[src/rtl/ixu_div_multi.sv]
// Iterative integer divider for DIV/DIVU/REM/REMU and their 32-bit *W forms.
// Restoring division resolves BPC quotient bits per cycle; divide-by-zero and signed overflow finish in one cycle.
module ixu_div_multi #(
    parameter int XLEN  = 32,
    parameter int BPC   = 1,
    parameter int TAG_W = 6
) (
    input  logic             core_clock_i,
    input  logic             core_reset_ni,
    input  logic             core_flush_i,
    input  logic             start_i,
    output logic             ready_o,
    input  logic [1:0]       op_i,
    input  logic             word_i,
    input  logic [XLEN-1:0]  a_i,
    input  logic [XLEN-1:0]  b_i,
    input  logic [TAG_W-1:0] tag_i,
    output logic [TAG_W-1:0] tag_o,
    output logic             valid_o,
    input  logic             res_ready_i,
    output logic [XLEN-1:0]  res_o,
    output logic             dbz_o,
    output logic             overflow_o
);

    localparam int ACC_W = XLEN + BPC;
    localparam int CNT_W = $clog2(XLEN / BPC + 1);
    localparam logic [CNT_W-1:0] STEPS_FULL = CNT_W'(XLEN / BPC);
    localparam logic [CNT_W-1:0] STEPS_WORD = CNT_W'(32 / BPC);

    typedef enum logic [1:0] {IDLE, BUSY, DONE} state_t;

    state_t state, state_next;

    logic             accept;
    logic             is_signed, is_rem, word_eff;
    logic [XLEN-1:0]  a_ext, b_ext, a_mag, b_mag, min_val;
    logic             a_neg, b_neg, dbz, ovf;

    logic [ACC_W-1:0] acc, acc_step, dvs_ext;
    logic [XLEN-1:0]  quo, quo_step, dvs;
    logic [CNT_W-1:0] cnt;
    logic             rem_q, word_q, neg_quo_q, neg_rem_q;
    logic [XLEN-1:0]  res_q, res_div, rem_val;
    logic [TAG_W-1:0] tag_q;
    logic             dbz_q, ovf_q;

    // Sign-extend the low word to full width for *W results.
    function automatic logic [XLEN-1:0] fix_word(input logic [XLEN-1:0] v, input logic w);
        return w ? XLEN'($signed(v[31:0])) : v;
    endfunction

    assign is_signed = ~op_i[0];
    assign is_rem    = op_i[1];
    assign word_eff  = (XLEN == 64) && word_i;
    assign accept    = start_i && ready_o && !core_flush_i;

    always_comb begin
        a_ext   = a_i;
        b_ext   = b_i;
        min_val = {1'b1, {(XLEN-1){1'b0}}};
        if (word_eff) begin
            a_ext   = is_signed ? XLEN'($signed(a_i[31:0])) : XLEN'(a_i[31:0]);
            b_ext   = is_signed ? XLEN'($signed(b_i[31:0])) : XLEN'(b_i[31:0]);
            min_val = XLEN'($signed(32'h8000_0000));
        end
        a_neg = is_signed && a_ext[XLEN-1];
        b_neg = is_signed && b_ext[XLEN-1];
        a_mag = a_neg ? -a_ext : a_ext;
        b_mag = b_neg ? -b_ext : b_ext;
        dbz   = (b_ext == '0);
        ovf   = is_signed && (a_ext == min_val) && (b_ext == '1);
    end

    // One BUSY cycle worth of restoring steps; the remainder never exceeds the divisor, so ACC_W cannot overflow.
    assign dvs_ext = {{BPC{1'b0}}, dvs};

    always_comb begin
        acc_step = acc;
        quo_step = quo;
        for (int i = 0; i < BPC; i++) begin
            acc_step = {acc_step[ACC_W-2:0], quo_step[XLEN-1]};
            quo_step = {quo_step[XLEN-2:0], 1'b0};
            if (acc_step >= dvs_ext) begin
                acc_step    = acc_step - dvs_ext;
                quo_step[0] = 1'b1;
            end
        end
    end

    assign rem_val = acc_step[XLEN-1:0];

    always_comb begin
        res_div = '0;
        if (rem_q) begin
            res_div = neg_rem_q ? -rem_val : rem_val;
        end else begin
            res_div = neg_quo_q ? -quo_step : quo_step;
        end
        res_div = fix_word(res_div, word_q);
    end

    always_ff @(posedge core_clock_i or negedge core_reset_ni) begin
        if (!core_reset_ni) begin
            state <= IDLE;
        end else begin
            state <= state_next;
        end
    end

    always_comb begin
        state_next = state;
        ready_o    = (state == IDLE);
        valid_o    = (state == DONE);
        case (state)
            IDLE:    if (start_i) state_next = (dbz || ovf) ? DONE : BUSY;
            BUSY:    if (cnt == CNT_W'(1)) state_next = DONE;
            DONE:    if (res_ready_i) state_next = IDLE;
            default: state_next = IDLE;
        endcase
        if (core_flush_i) begin
            state_next = IDLE;
        end
    end

    // For *W ops the dividend is preloaded into the top word so only 32 bits are shifted out.
    always_ff @(posedge core_clock_i or negedge core_reset_ni) begin
        if (!core_reset_ni) begin
            acc       <= '0;
            quo       <= '0;
            dvs       <= '0;
            cnt       <= '0;
            rem_q     <= 1'b0;
            word_q    <= 1'b0;
            neg_quo_q <= 1'b0;
            neg_rem_q <= 1'b0;
            tag_q     <= '0;
            res_q     <= '0;
            dbz_q     <= 1'b0;
            ovf_q     <= 1'b0;
        end else if (core_flush_i) begin
            cnt <= '0;
        end else if (accept) begin
            acc       <= '0;
            quo       <= word_eff ? (a_mag << (XLEN - 32)) : a_mag;
            dvs       <= b_mag;
            cnt       <= (dbz || ovf) ? '0 : (word_eff ? STEPS_WORD : STEPS_FULL);
            rem_q     <= is_rem;
            word_q    <= word_eff;
            neg_quo_q <= a_neg ^ b_neg;
            neg_rem_q <= a_neg;
            tag_q     <= tag_i;
            dbz_q     <= dbz;
            ovf_q     <= ovf && !dbz;
            if (dbz) begin
                res_q <= fix_word(is_rem ? a_ext : '1, word_eff);
            end else if (ovf) begin
                res_q <= fix_word(is_rem ? '0 : a_ext, word_eff);
            end else begin
                res_q <= '0;
            end
        end else if (state == BUSY) begin
            acc <= acc_step;
            quo <= quo_step;
            cnt <= cnt - CNT_W'(1);
            if (cnt == CNT_W'(1)) begin
                res_q <= res_div;
            end
        end
    end

    assign res_o      = res_q;
    assign tag_o      = tag_q;
    assign dbz_o      = dbz_q;
    assign overflow_o = ovf_q;

endmodule

[config.mk]
export PLATFORM = sky130hd
export DESIGN_NAME = ixu_div_multi
export DESIGN_NICKNAME = d
export VERILOG_FILES = /design/src/rtl/ixu_div_multi.sv
export SDC_FILE = /design/constraint.sdc
export NUM_CORES = 1
export LEC_CHECK = 0
export ABC_AREA = 1
export BUFFER_PORTS_ARGS = -buffer_cell sky130_fd_sc_hd__buf_2
export CORE_ASPECT_RATIO = 0.9
export CORE_MARGIN = 2
export CORE_UTILIZATION = 35
export CTS_CLUSTER_SIZE = 30
export DETAILED_ROUTE_END_ITERATION = 6
export PLACE_DENSITY = 0.56
export SLEW_MARGIN = 10
export SYNTH_ARGS = -nofsm -noshare
export SYNTH_HDL_FRONTEND = slang
export SYNTH_SLANG_ARGS = --single-unit
export TNS_END_PERCENT = 20
[constraint.sdc]
create_clock -name core_clock_i -period 8.63 [get_ports core_clock_i]
set_input_delay 1.2945 -clock core_clock_i [delete_from_list [all_inputs] [get_ports core_clock_i]]
set_output_delay 1.2945 -clock core_clock_i [all_outputs]
set_load 0.02 [all_outputs]
-- Word-level counts from Yosys, hierarchy flattened
Cells that the tools add are included.
W data, S select, Z words.
- register bits after elaboration: 147
- output and inout port bits: 42
- logic and storage cells: 77
- $add $sub $neg: 6
- magnitude comparators: 1
- equality and inequality tests: 8
- muxes and demuxes: 28
- bitwise operators: 3
- reduce and logical (&&, ||, !) cells: 19
- operators with widths (operator ; number):
    $mux W32 ; 17
    $neg A32 Y32 ; 4
    $eq A32 B32 Y1 const B ; 2
    $ge A33 B32 Y1 ; 1
    $logic_not A32 Y1 ; 1
    $sub A32 B32 Y32 ; 1
    $mux W6 ; 4
    $mux W2 ; 5
    $logic_and A1 B1 Y1 ; 7
    $eq A6 B1 Y1 const B ; 1
    $ne A3 B3 Y1 const B ; 2
    $pmux W2 S3 ; 1
    $reduce_and A3 Y1 ; 2
    $sub A6 B1 Y6 const B ; 1
    $reduce_and A2 Y1 ; 2
    $reduce_bool A2 Y1 ; 2
    $ne A3 B2 Y1 const B ; 1
    $reduce_bool A3 Y1 ; 1
    $eq A2 B1 Y1 const B ; 1
    $eq A2 B2 Y1 const B ; 1
    $logic_not A1 Y1 ; 2
    $logic_not A2 Y1 ; 1
    $not A1 Y1 ; 2
    $logic_or A1 B1 Y1 ; 1
    other kinds (2) ; 2

-- Depth between registers and ports, before layout
Gate-level depths: netlist of the first run.
- depth after elaboration: 8
- depth in mapped cells: 29
- gate-level depth less buffers: 29

-- Least setup slack after synthesis of the first run
Ideal clock, no wire load.
- path type: input port to flip-flop
- start: in b_i[0]
- end: reg res_q[29] (netlist: res_o[29])
- library setup time: 0.066 ns
- arrival time: 3.257 ns
- setup slack: 5.307 ns
- stages on the path: 16
- path buffers: 1
- path through: inv_1 ha_1 nand2_1 nor2_1 nand2_1 nor3_1 nand3_1 nand3b_1 nor4_1 nand2_1 inv_1 nor2_1 clkbuf_1 a311oi_1 nand2_1 nand2_1
- cells in the longest elaborated chain, start to end: 5
- elaborated cells on any way between the ends: 6
- classes of those cells: eq/ne: 1; mux: 3; reduce/logical: 2
- RTL lines (element ; line ; RTL):
    start, declared ; 16 ; input logic [XLEN-1:0] b_i,
    $eq A32 B32 Y1 ; 72 ; ovf = is_signed && (a_ext == min_val) && (b_ext == '1);
    $logic_and A1 B1 Y1 ; 72 ;
    $mux W32 ; 157 ; end else if (ovf) begin
    $mux W32 (*) ; 155 ; if (dbz) begin
    $mux W32 (*) ; 143 ; end else if (accept) begin
    end signal, assigned ; 156 ; res_q <= fix_word(is_rem ? a_ext : '1, word_eff);
    end signal, assigned ; 158 ; res_q <= fix_word(is_rem ? '0 : a_ext, word_eff);
    end signal, assigned ; 167 ; res_q <= res_div;
    end, declared ; 44 ; logic [XLEN-1:0] res_q, res_div, rem_val;
Every way passes the cells marked *; elsewhere a longest branch is shown, timed or not.
A chain may end at the register's enable or synchronous reset.

-- Worst setup path in the final report of the first run
- start: reg dvs[30]
- end: reg res_q[28] (netlist: res_o[28])
- cells in the longest elaborated chain, start to end: 8
- elaborated cells on any way between the ends: 11
- classes of those cells: add/sub: 2; order compare: 1; mux: 8
- RTL lines (element ; line ; RTL):
    start, declared ; 41 ; logic [XLEN-1:0] quo, quo_step, dvs;
    start signal, assigned ; 146 ; dvs <= b_mag;
    $ge A33 B32 Y1 (*) ; 84 ; if (acc_step >= dvs_ext) begin
    $mux W1 / $mux W32 (equally long branches) ; 84 ;
    $neg A32 Y32, on equally long branches ; 98, 96 ;
    $mux W32, on equally long branches ; 98, 96 ;
    $mux W32 (*) ; 95 ; if (rem_q) begin
    $mux W32 (*) ; 166 ; if (cnt == CNT_W'(1)) begin
    $mux W32 (*) ; 162 ; end else if (state == BUSY) begin
    $mux W32 (*) ; 143 ;
Every way passes the cells marked *; elsewhere a longest branch is shown, timed or not. The select of a mux whose other input is x is not followed.

==> impl_summary.md, run 1 <==
Clocking
The number of hold buffers added after CTS is 0. The clock transition at the registers of the reported paths is 0.06 ns. The number of gates resized after CTS was 0. The number of sinks driven by the clock tree is 147.

The root buffer cell chosen for the clock tree is sky130_fd_sc_hd__clkbuf_16. The clock tree synthesis step divided the H-tree into 4 levels. The number of buffers between clock root and the deepest sink is 2. The clock insertion delay at the later pin of the skew report is 0.46 ns. TritonCTS built the clock tree. Once the clock tree was built, the setup fixing pass inserted 0 buffers.

The total CTS buffers is 17.

Finish
The area used by multi-input combinational logic is 0.00778 mm2. In the layout the commonest cells are sky130_fd_sc_hd__nand2_1 (593), sky130_fd_sc_hd__inv_1 (281), sky130_fd_sc_hd__o21ai_0 (211), sky130_fd_sc_hd__nor2_1 (160), sky130_fd_sc_hd__nand3_1 (151). Leaving out fill and tap cells, the most frequent cell in the layout is sky130_fd_sc_hd__nand2_1. From synthesis to final layout, the design area changed by 12.4%. The repair_antennas step left the layout with diodes totalling 0. The fraction of final layout cells sized beyond drive strength 1 is 10.5%. Summing all flip-flop and latch instances after layout gives 0.00368 mm2.

The finished cells cover 0.0145 mm2. The number of inserted filler cells in the final layout is 3,964. In the final design database the tool counted 2,241 nets.

The final standard cell utilization of the core is 40.0%.

Synth
By area, the combinational part of the netlist is dominated by simple AND/OR/NAND/NOR gates. The xor-xnor portion of the synthesized cell area is 4.83%. The gate count of the mapped netlist is 2,049. Averaged over all synthesized cells, the footprint is 6.28 um2. The share of async-settable or async-resettable flops after synthesis is 100%.

The cell area after synthesis is 0.0129 mm2. The number of enable flip-flop cells after synthesis is 0. The share of the Yosys chip area taken by registers is 28.6%.

After synthesis, the share of cell area in mux cells is 0%. The synthesized netlist devotes 3.95% of its cell area to adder and majority cells. The synthesis warning total is 0. The synthesized netlist devotes 16.3% of its cell area to compound gates. The simple-gate area share of the yosys netlist is 35.2%. The flip-flop and latch count after synthesis is 147. Synthesis produced a netlist with a net count of 2,167.

The post-synthesis cell type count is 51. For this run, the leading register cell type out of synthesis is sky130_fd_sc_hd__dfrtp_1.

Timing
Adding up every negative setup slack in the final design gives 0 ns. Static timing analysis puts the maximum clock frequency at 0.199 GHz. The worst hold-check slack is 0.472 ns. The final critical delay including setup and external delays is 5.02 ns.

The number of max-slew violations in the final report is 0. The slew at the pin closest to its max-slew limit is 1.03 ns. Setup repair after global routing left no endpoint under its margin. The portion of the clock cycle consumed by the worst path in the final layout is 58.2%.

Headroom to the max-slew limit came out at 31.5%. The final hold violation count was 0. The count of final setup violators is 0. The clock skew after layout is 0.0148 ns.

Setup path
The worst setup path is launched from a flip-flop. The maximum fanout encountered on the critical timing path is 49. The worst setup path is of the flip-flop to flip-flop kind. STA puts the critical path data required time at 8.97 ns. The worst path arrival time is 5.36 ns. The endpoint class of the critical path is a flip-flop.

Routing
After detailed routing, the number of vias per cell comes to 5.25. The detailed router finished its first iteration with 1,275 violations. In this run the remaining antenna-violating nets after routing total 0.

The detailed router placed 13,700 vias in this run. The per-cell routed wire length is 17.2 um. The first detailed-routing pass took 5 iterations.

The final wirelength is 44,900 um. For this run, design rule violations remaining after detail routing come to 0.

Power and ir drop
The peak ir drop on the vdd network is 0.200 mV. In this run the static leakage power is 7.27 nW. The power consumption is 0.00583 W. For this design the ratio of total power to cell area is 403 mW/mm2.

Floorplan
The effective utilization at floorplan is 35.6%. From bottom edge to top edge, the die measures 186 um. The die covers 0.0383 mm2.

The I/O pin total is 120. In this run the standard cell core region covers 0.0362 mm2. The horizontal die dimension is 206 um. The floorplan has 66 rows.

Place
The count of buffers from port buffering is 118. The congestion estimate from routability-driven global placement came to 0.927. The placed instances occupy a cell area of 0.0138 mm2.

Once detailed placement completed, the half-perimeter wirelength came to 34,600 um.

Outcome
The flow ran to the end, and the final reports show no timing, DRC or antenna violations.

Run
Across the run, the number of max-cap violations was 0.

Global routing
The overflow left after global routing is 0. The number of antenna violations at the first check in global routing is 1. The wire length of the first global-routing pass is 71,100 um. Global routing consumed, over all layers together, 24.0% of the routing resources. The largest net degree at the start of global routing is 90.

The number of global-route vias before repair is 12,800.

Worst hold path
In this run the worst hold path is classified as flip-flop to flip-flop.
-- per-layer routing --
layer  global-route usage [%]  vias up  wire (um)
met2                     37.6      432      19800
met3                     3.10       29       2590
met4                     4.71        0        464
met1                     35.3     6432      22100
met5                        0        -          0
li1                         -     6802          -
-- flip-flops by register name, indices dropped and copies added, names as in the netlist --
register and flops:
res_o 32, overflow_o 1, rem_q 1, neg_quo_q 1
cnt 6, tag_o 6, state 2, neg_rem_q 1
dvs 32, quo 32, acc 32, dbz_o 1
-- report_power, final --
part	total, W	switching (W)	internal, W
logic	0.00385	0.00267	0.00118
registers	0.00116	0.000217	0.000942
clock network	0.000818	0.000328	0.000489
total	0.00583	0.00322	0.00261
-- synthesized netlist by cell type, types with 5 or more instances --
cell	count	area share, %
sky130_fd_sc_hd__nand3_1	151	5.9
sky130_fd_sc_hd__ha_1	39	3.8
sky130_fd_sc_hd__nand2_2	11	0.53
sky130_fd_sc_hd__a31oi_1	17	0.83
sky130_fd_sc_hd__nor3_1	51	2.0
sky130_fd_sc_hd__o22ai_1	15	0.73
sky130_fd_sc_hd__nand2_1	594	17
sky130_fd_sc_hd__buf_2	5	0.19
sky130_fd_sc_hd__o21ai_0	211	8.2
sky130_fd_sc_hd__or2_2	5	0.24
sky130_fd_sc_hd__nand3_2	6	0.47
sky130_fd_sc_hd__xnor2_1	6	0.41
sky130_fd_sc_hd__o21ai_1	15	0.58
sky130_fd_sc_hd__nand4_1	30	1.5
sky130_fd_sc_hd__a21oi_1	57	2.2
sky130_fd_sc_hd__inv_1	282	8.2
sky130_fd_sc_hd__nor2_1	162	4.7
sky130_fd_sc_hd__dfrtp_1	147	29
sky130_fd_sc_hd__a311oi_1	17	1.2
sky130_fd_sc_hd__nor2_2	12	0.58
sky130_fd_sc_hd__xor2_1	65	4.4
sky130_fd_sc_hd__o211ai_1	15	0.88
sky130_fd_sc_hd__buf_1	6	0.18
sky130_fd_sc_hd__nor4_1	9	0.44
sky130_fd_sc_hd__nand3b_1	9	0.53
sky130_fd_sc_hd__clkbuf_1	57	1.7
sky130_fd_sc_hd__o21bai_1	5	0.29
sky130_fd_sc_hd__inv_2	9	0.26
-- path summary, 6_finish.rpt --
path / from / end / slack, ns / cells after the start
worst max register to register: dvs[30] / res_o[28] / 3.61 / 23
worst min register to register: tag_o[3] / tag_o[3] / 0.47 / 2
worst min-delay path: tag_o[3] / tag_o[3] / 0.47 / 2
max in group asynchronous: core_reset_ni / quo[29] / 6.24 / 2
min in group asynchronous: core_reset_ni / tag_o[0] / 0.89 / 1
worst max-delay path: dvs[30] / res_o[28] / 3.61 / 23
-- critical path: stages (launching register included) --
cell and delay (ns):
sky130_fd_sc_hd__dfrtp_1 0.38, sky130_fd_sc_hd__inv_1 0.18, sky130_fd_sc_hd__ha_1 0.30, sky130_fd_sc_hd__inv_1 0.14, sky130_fd_sc_hd__o21bai_1 0.12, sky130_fd_sc_hd__nand2_1 0.07
sky130_fd_sc_hd__nand2_1 0.05, sky130_fd_sc_hd__a21oi_1 0.15, sky130_fd_sc_hd__nand2_1 0.09, sky130_fd_sc_hd__nor2_2 0.53, sky130_fd_sc_hd__nand2_4 0.52, sky130_fd_sc_hd__inv_2 0.49
sky130_fd_sc_hd__ha_1 0.27, sky130_fd_sc_hd__nand2_1 0.11, sky130_fd_sc_hd__nor2_1 0.36, sky130_fd_sc_hd__nand3_1 0.22, sky130_fd_sc_hd__inv_1 0.15, sky130_fd_sc_hd__nand3_1 0.11
sky130_fd_sc_hd__o21ai_0 0.24, sky130_fd_sc_hd__xor2_1 0.09, sky130_fd_sc_hd__o21ai_0 0.15, sky130_fd_sc_hd__nand2_1 0.07, sky130_fd_sc_hd__nand2_1 0.06, sky130_fd_sc_hd__nand2_1 0.05
-- layout make-up --
cell class | instances | share of cell area [%]
clock inverter | 12 | 1.25
timing repair buffer | 129 | 4.70
tap | 476 | 4.12
multi-input combinational | 1534 | 53.8
sequential | 147 | 25.5
clock buffer | 18 | 3.04
inverter | 294 | 7.64
-- cell families after synthesis --
family	Yosys count
buffers and inverters	368
flip-flops	147
adder cells (fa/ha/maj)	40
AND/OR/NAND/NOR	1052
AO/OA/AOI/OAI	371
XOR/XNOR	71
-- stage by stage --
step | setup slack (ns) | cells
after global routing | 3.08 | 2610
final | 3.61 | 2610
after global placement | 3.79 | 2580
after detailed placement | 3.75 | 2580
after CTS | 3.74 | 2610
after floorplan | 5.31 | 2049
Power figures use the tool's default switching activity.
==> run 2: changes to the inputs <==
==> constraint.sdc (replaced) <==
create_clock -name core_clock_i -period 5 [get_ports core_clock_i]
set_input_delay 0.75 -clock core_clock_i [delete_from_list [all_inputs] [get_ports core_clock_i]]
set_output_delay 0.75 -clock core_clock_i [all_outputs]
set_load 0.02 [all_outputs]
==> impl_summary.md, run 2 (synthesis gave the netlist of run 1 again) <==
Finish
The design area was 0.0144 mm2 (about the same). The most frequent standard cell in the layout excluding fill and tap cells is sky130_fd_sc_hd__nand2_1. The area used by multi-input combinational logic was 0.00778 mm2 (unchanged). The final standard cell utilization of the core is 39.9% (about the same).

The fraction of final layout cells sized beyond drive strength 1 is 10.6% (+0.15 points). The number of antenna cells inserted was 0 (unchanged). The total number of nets in the final design is 2,246 (+0.22%). The relative area change from synthesis to final layout was 12.3% (about the same).

The sequential standard cell area is 0.00368 mm2 (unchanged). The number of inserted filler cells in the final layout came to 4,005 (+1.0%). The library cells used most frequently in the layout, excluding fill and tap cells, are sky130_fd_sc_hd__nand2_1 (593), sky130_fd_sc_hd__inv_1 (281), sky130_fd_sc_hd__o21ai_0 (211), sky130_fd_sc_hd__nor2_1 (160), sky130_fd_sc_hd__nand3_1 (151).

Floorplan
The number of core rows is 66 (unchanged). The I/O pin total is 120 (unchanged). The floorplan die area is 0.0383 mm2 (unchanged). The horizontal die dimension is 206 um (unchanged).

The standard cell core area came to 0.0362 mm2 (unchanged). The die outline height is 186 um (unchanged). The effective utilization at floorplan is 35.6% (unchanged).

Setup path
Traced cell by cell, the critical path runs through inv_1 -> ha_1 -> inv_1 -> o21bai_1 -> nand2_1 -> nand2_1 -> a21oi_1 -> nand2_1 -> nor2_2 -> nand2_4 -> inv_2 -> ha_1 -> nand2_1 -> nor2_1 -> buf_4 -> nand3_1 -> inv_1 -> nand3_1 -> o21ai_0 -> xor2_1 -> o21ai_0 -> nand2_1 -> nand2_1 -> nand2_1. The maximum fanout encountered on the critical timing path was 19 (-61%). The maximum single-stage delay on the critical path came to 0.50 ns (-0.03 ns). The kind of launch point of the worst setup path is a flip-flop.

The required arrival time at the worst endpoint is 5.33 ns (-3.64 ns). The path type of the worst setup path is flip-flop to flip-flop. The cell occurring most often along the worst timing path is sky130_fd_sc_hd__nand2_1. For this design, the slowest cell found on the critical path is sky130_fd_sc_hd__nor2_2.

The worst path arrival time came to 4.61 ns (-0.75 ns). The endpoint class of the critical path is a flip-flop.

Outcome
The flow ran to the end, and the final reports show no timing, DRC or antenna violations.

Clocking
The post-CTS setup buffer count came to 0 (unchanged). The number of hold buffers added after CTS is 0 (unchanged). The number of levels in the clock H-tree was 4 (unchanged). The buffer type at the clock tree root is sky130_fd_sc_hd__clkbuf_16. The clock transition at the registers of the reported paths is 0.07 ns (about the same).

The number of sinks driven by the clock tree was 147 (unchanged). The number of instances resized during post-cts repair was 0 (unchanged). The total CTS buffers is 17 (unchanged).

The number of buffers between clock root and the deepest sink is 2 (unchanged). The clock insertion delay at the later pin of the skew report is 0.44 ns (-0.02 ns). The clock tree from TritonCTS is built.

Timing
The portion of the clock cycle consumed by the worst path in the final layout came to 85.7% (+28 points). The fmax is 0.233 GHz (+17%). The final critical delay including setup and external delays was 4.29 ns (-0.732 ns).

The slew at the pin closest to its max-slew limit is 1.18 ns (+0.153 ns). The worst-case headroom to the max-slew limit came to 21.4% (-10 points). The setup TNS after final layout is 0 ns (unchanged).

The worst hold-check slack came to 0.374 ns (-0.0977 ns). Setup repair after global routing left no endpoint under its margin. The count of final setup violators is 0 (unchanged).

The number of max-slew violations in the final report is 0 (unchanged). The final hold violation count is 0 (unchanged). The post-layout worst setup margin was 0.714 ns (-2.90 ns). The clock skew after layout was 0.0114 ns (-0.00333 ns).

Routing
The final antenna-violating net count was 0 (unchanged). The DRC violation count after routing is 0 (unchanged). The final wirelength is 45,000 um (+0.19%). The per-cell routed wire length is 17.2 um (about the same). The number of violations reported at the end of detailed-routing iteration 0 came to 1,242 (-2.6%). The first-pass detailed-route iteration total is 6 (+1). The number of vias in the routed layout was 13,600 (-0.46%). The mean number of vias per cell is 5.21 (-0.73%).

Place
The post-DP HPWL came to 35,100 um (+1.5%). The pre-CTS setup slack came to 0.875 ns (-2.88 ns). The count of buffers from port buffering is 118 (unchanged). The weighted congestion at the end of routability-driven global placement is 0.913 (-1.5%). The post-place instance area was 0.0139 mm2 (+0.27%).

Global routing
The total global routing track utilization was 23.8% (-0.24 points). The largest net degree at the start of global routing is 82 (-8.9%). The number of antenna violations at the first check in global routing is 2 (+1). The wire length of the first global-routing pass was 70,500 um (-0.86%). The overflow left after global routing is 0 (unchanged). The number of global-route vias before repair is 12,700 (-0.43%).

Power and ir drop
The power density over the cells is 691 mW/mm2 (+71%). The peak ir drop on the vdd network came to 0.341 mV (+70%). The standby leakage power came to 7.28 nW (+0.12%).

Run
The max-cap check violation count came to 0 (unchanged).

Worst hold path
The class of the tightest hold or removal check is input pin to asynchronous set/reset pin.
run 2: changes by cell type in the layout (fill, tap and decap cells not counted), sizes merged:
cell      previous run  this run
clkinvlp             2         1
clkinv               8         9
bufinv               4         2
inv                292       293
buf                129       134
clkbuf              18        21
run 2: area by class of cell:
cell class	count	share of cell area [%]
multi-input cells	1534	53.8
clock buffers	21	3.12
inverters	294	7.65
clock inverters	11	0.875
well taps	476	4.12
flip-flops and latches	147	25.5
repair buffers	134	4.96
run 2: power breakdown:
| part | internal (W) | switching, W |
|---|---|---|
| logic | 0.00205 | 0.00461 |
| clock network | 0.000752 | 0.000555 |
| registers | 0.00163 | 0.000387 |
| total | 0.00442 | 0.00555 |
run 2: worst paths after layout:
path                                from  slack, ns        end  cells past startpoint
max                              dvs[30]       0.71  res_o[30]                     24
min                        core_reset_ni       0.37    dvs[10]                      1
max reg2reg                      dvs[30]       0.71  res_o[30]                     24
min reg2reg                     tag_o[1]       0.47   tag_o[1]                      2
max in group asynchronous  core_reset_ni       3.60  res_o[20]                      2
min in group core_clock_i       tag_o[1]       0.47   tag_o[1]                      2
run 2: worst max-delay path: cells and delay by family (launching register included):
kind,cells,cell delay (ns)
DFF,1,0.38
buffers and inverters,5,0.96
and+or+nand+nor,12,1.52
AOI/OAI and AO/OA,4,0.66
xor gates and xnor gates,1,0.09
adders and majority gates,2,0.57
run 2: through the flow:
step	std cells	power [W]
after floorplan	2049	0.00691
after global placement	2585	0.00857
after detailed placement	2585	0.00861
after CTS	2617	0.00996
after global routing	2617	0.0110
final	2617	0.00998
run 2: layer usage:
metal	track usage, %	share of wire [%]
met4	4.83	1.5
met5	0	0.018
met1	35.5	50
met3	2.96	5.3
met2	36.6	43
==> run 3: changes to the inputs <==
--- a/config.mk
+++ b/config.mk
@@ -9,10 +9,10 @@
 export BUFFER_PORTS_ARGS = -buffer_cell sky130_fd_sc_hd__buf_2
 export CORE_ASPECT_RATIO = 0.9
 export CORE_MARGIN = 2
-export CORE_UTILIZATION = 35
+export CORE_UTILIZATION = 53
 export CTS_CLUSTER_SIZE = 30
 export DETAILED_ROUTE_END_ITERATION = 6
-export PLACE_DENSITY = 0.56
+export PLACE_DENSITY = 0.76
 export SLEW_MARGIN = 10
 export SYNTH_ARGS = -nofsm -noshare
 export SYNTH_HDL_FRONTEND = slang
==> constraint.sdc (replaced) <==
create_clock -name core_clock_i -period 5.15 [get_ports core_clock_i]
set_input_delay 0.7725 -clock core_clock_i [delete_from_list [all_inputs] [get_ports core_clock_i]]
set_output_delay 0.7725 -clock core_clock_i [all_outputs]
set_load 0.02 [all_outputs]
==> impl_summary.md, run 3 (synthesis gave the netlist of run 1 again) <==
Routing
The number of violations reported at the end of detailed-routing iteration 0 is 1,565 (+26%). The mean number of vias per cell is 5.71 (+9.6%). The post-route met1 wirelength is 18,900 um (-17%). The detailed router used layers up to and including met4.

The number of vias in the routed layout is 14,000 (+2.6%). The final wirelength is 41,800 um (-7.2%). The final antenna-violating net count was 0 (unchanged).

The total met2 wirelength after detailed routing came to 18,200 um (-5.6%). The per-cell routed wire length was 17.0 um (-0.86%). The DRC violation count after routing came to 0 (unchanged).

The met3 wirelength from detailed routing was 3930 um (+64%). The first-pass detailed-route iteration total is 7 (+1).

Clocking
The number of levels in the clock H-tree is 4 (unchanged). The number of instances resized during post-cts repair is 0 (unchanged). The number of buffers between clock root and the deepest sink is 2 (unchanged). The number of hold buffers added after CTS is 0 (unchanged). The number of sinks driven by the clock tree is 147 (unchanged). The total CTS buffers is 17 (unchanged). The clock insertion delay at the later pin of the skew report is 0.44 ns (about the same).

TritonCTS built the clock tree. The clock transition at the registers of the reported paths is 0.07 ns (about the same). The root buffer cell chosen for the clock tree is sky130_fd_sc_hd__clkbuf_16.

The post-CTS setup buffer count is 0 (unchanged).

Power and ir drop
The sequential share of power is 20.1% (about the same). The standby leakage power is 7.28 nW (about the same). The peak ir drop on the vdd network is 0.287 mV (-16%).

The cell-internal power is 0.00429 W (-3.0%). The power density over the cells came to 682 mW/mm2 (-1.3%). The total net switching power is 0.00542 W (-2.4%). The relative contribution of combinational cells to total power is 66.9% (+0.2 points).

The power share of the clock group is 13.0% (about the same). The switching share of power is 55.8% (+0.13 points).

Setup path
The path type of the worst setup path is flip-flop to flip-flop. The worst path buffer plus inverter count is 3 (-2). The slowest stage of the critical path belongs to the cell sky130_fd_sc_hd__dfrtp_1. Walking the worst path, the cells encountered are ha_1 -> nand2_1 -> nor2_1 -> inv_1 -> o21ai_1 -> inv_1 -> nand2_2 -> nand3_2 -> nand2_4 -> buf_4 -> nand2_1 -> o21ai_2 -> ha_1 -> nand3_2 -> nor2_4 -> nand3_1 -> nand2_2 -> nand2_1 -> nand3_1 -> o211ai_1 -> nand2_1 -> nand2_1. The category of cells accounting for the largest share of critical-path delay is simple AND/OR/NAND/NOR gates.

The maximum fanout encountered on the critical timing path is 20 (+1). The maximum single-stage delay on the critical path is 0.46 ns (-0.04 ns). The required arrival time at the worst endpoint was 5.48 ns (+0.15 ns). The kind of launch point of the worst setup path is a flip-flop. STA classifies the critical path endpoint as a flip-flop.

The worst path arrival time was 4.53 ns (-0.08 ns). The cell occurring most often along the worst timing path is sky130_fd_sc_hd__nand2_1.

Timing
The worst-case headroom to the max-slew limit is 25.9% (+4.5 points). The number of max-slew violations in the final report was 0 (unchanged). The final critical delay including setup and external delays is 4.20 ns (-0.0823 ns). The clock skew after layout came to 0.0167 ns (+0.00529 ns). The post-layout worst setup margin is 0.946 ns (+0.232 ns). Setup repair after global routing left no endpoint under its margin. The worst hold-check slack came to 0.332 ns (-0.0421 ns). The fmax is 0.238 GHz (+2.0%). The portion of the clock cycle consumed by the worst path in the final layout is 81.6% (-4.1 points).

The count of final setup violators came to 0 (unchanged). The final hold violation count is 0 (unchanged). The slew at the pin closest to its max-slew limit is 1.11 ns (-0.0668 ns). The setup TNS after final layout was 0 ns (unchanged).

Finish
The count of placed standard cells in the final layout, fillers left out came to 2,450 (-6.4%). The most frequent standard cell in the layout excluding fill and tap cells is sky130_fd_sc_hd__nand2_1. The total number of nets in the final design is 2,245 (-0.045%). The fraction of final layout cells sized beyond drive strength 1 is 10.6% (-0.042 points).

In the layout the commonest cells are sky130_fd_sc_hd__nand2_1 (594), sky130_fd_sc_hd__inv_1 (281), sky130_fd_sc_hd__o21ai_0 (211), sky130_fd_sc_hd__nor2_1 (161), sky130_fd_sc_hd__nand3_1 (151). The relative area change from synthesis to final layout is 10.7%. The final standard cell utilization of the core came to 59.2% (+19 points).

Global routing
The number of global-route vias before repair is 12,600 (-1.0%). The total global routing track utilization was 32.6% (+8.8 points). The number of antenna violations at the first check in global routing came to 3 (+1). The largest net degree at the start of global routing is 79 (-3.7%).

The overflow left after global routing is 0 (unchanged). The wire length of the first global-routing pass is 66,300 um (-6.0%).

Place
The count of buffers from port buffering came to 118 (unchanged). The number of cells in the design after placement is 2,416 (-6.5%). The weighted congestion at the end of routability-driven global placement was 0.979 (+7.2%). The post-DP HPWL is 32,000 um (-8.7%). The pre-CTS setup slack is 1.06 ns (+0.181 ns).

Floorplan
The I/O pin total is 120 (unchanged). The die outline height is 152 um (-18%). The horizontal die dimension came to 168 um (-18%).

The number of core rows was 54 (-18%). The floorplan die area is 0.0255 mm2 (-33%). The standard cell core area is 0.0241 mm2 (-33%). The effective utilization at floorplan is 53.5% (+18 points).

Outcome
The flow ran to the end, and the final reports show no timing, DRC or antenna violations.

Worst hold path
The class of the tightest hold or removal check is input pin to asynchronous set/reset pin.

Run
The max-cap check violation count came to 0 (unchanged).
## run 3: changes by cell type in the layout (fill, tap and decap cells not counted), sizes merged
cell    previous run  this run
clkbuf            21        19
buf              134       133
clkinv             9         8
inv              293       297
diode              0         2
bufinv             2         1
## run 3: power by group through the flow
stage                     combinational, W  sequential [W]  clock, W
after floorplan                    0.00471         0.00199         0
after detailed placement           0.00636         0.00196         0
after CTS                          0.00640         0.00194   0.00127
final                              0.00650         0.00195   0.00126
after global routing               0.00728         0.00199   0.00132
after global placement             0.00628         0.00194         0
## run 3: routing by layer
layer | vias up | track usage (%)
li1 | 6813 | -
met1 | 6497 | 48.5
met2 | 626 | 48.5
met3 | 51 | 6.46
met4 | 0 | 8.25
met5 | - | 0
## run 3: final cells by class
type | instances | area [um2]
antenna | 2 | 5.00
clock buffer | 19 | 443
clock inverter | 13 | 145
fill | 2381 | 9810
inverter | 294 | 1100
multi-input combinational | 1534 | 7770
sequential | 147 | 3680
tap | 308 | 385
timing repair buffer | 133 | 709
## run 3: per-stage QoR
stage,power [W],area (um2)
after global routing,0.0106,14200
after detailed placement,0.00832,13600
final,0.00971,14200
after global placement,0.00822,13600
after floorplan,0.00671,12900
after CTS,0.00961,14200
## run 3: path summary, 6_finish.rpt
kind | start | endpoint | slack, ns | cells past startpoint
setup / recovery | acc[12] | res_o[14] | 0.95 | 22
hold / removal | core_reset_ni | acc[31] | 0.33 | 1
setup reg to reg | acc[12] | res_o[14] | 0.95 | 22
hold reg to reg | tag_o[2] | tag_o[2] | 0.47 | 2
max in group asynchronous | core_reset_ni | dvs[24] | 3.71 | 2
min in group core_clock_i | tag_o[2] | tag_o[2] | 0.47 | 2
## run 3: worst reg2reg max path: cells and delay by family (launching register included)
| family | cells | cell delay (ns) |
|---|---|---|
| and+or+nand+nor | 14 | 2.10 |
| adders and majority gates | 2 | 0.63 |
| buffers and inverters | 3 | 0.48 |
| DFF | 1 | 0.46 |
| AOI/OAI and AO/OA | 3 | 0.43 |
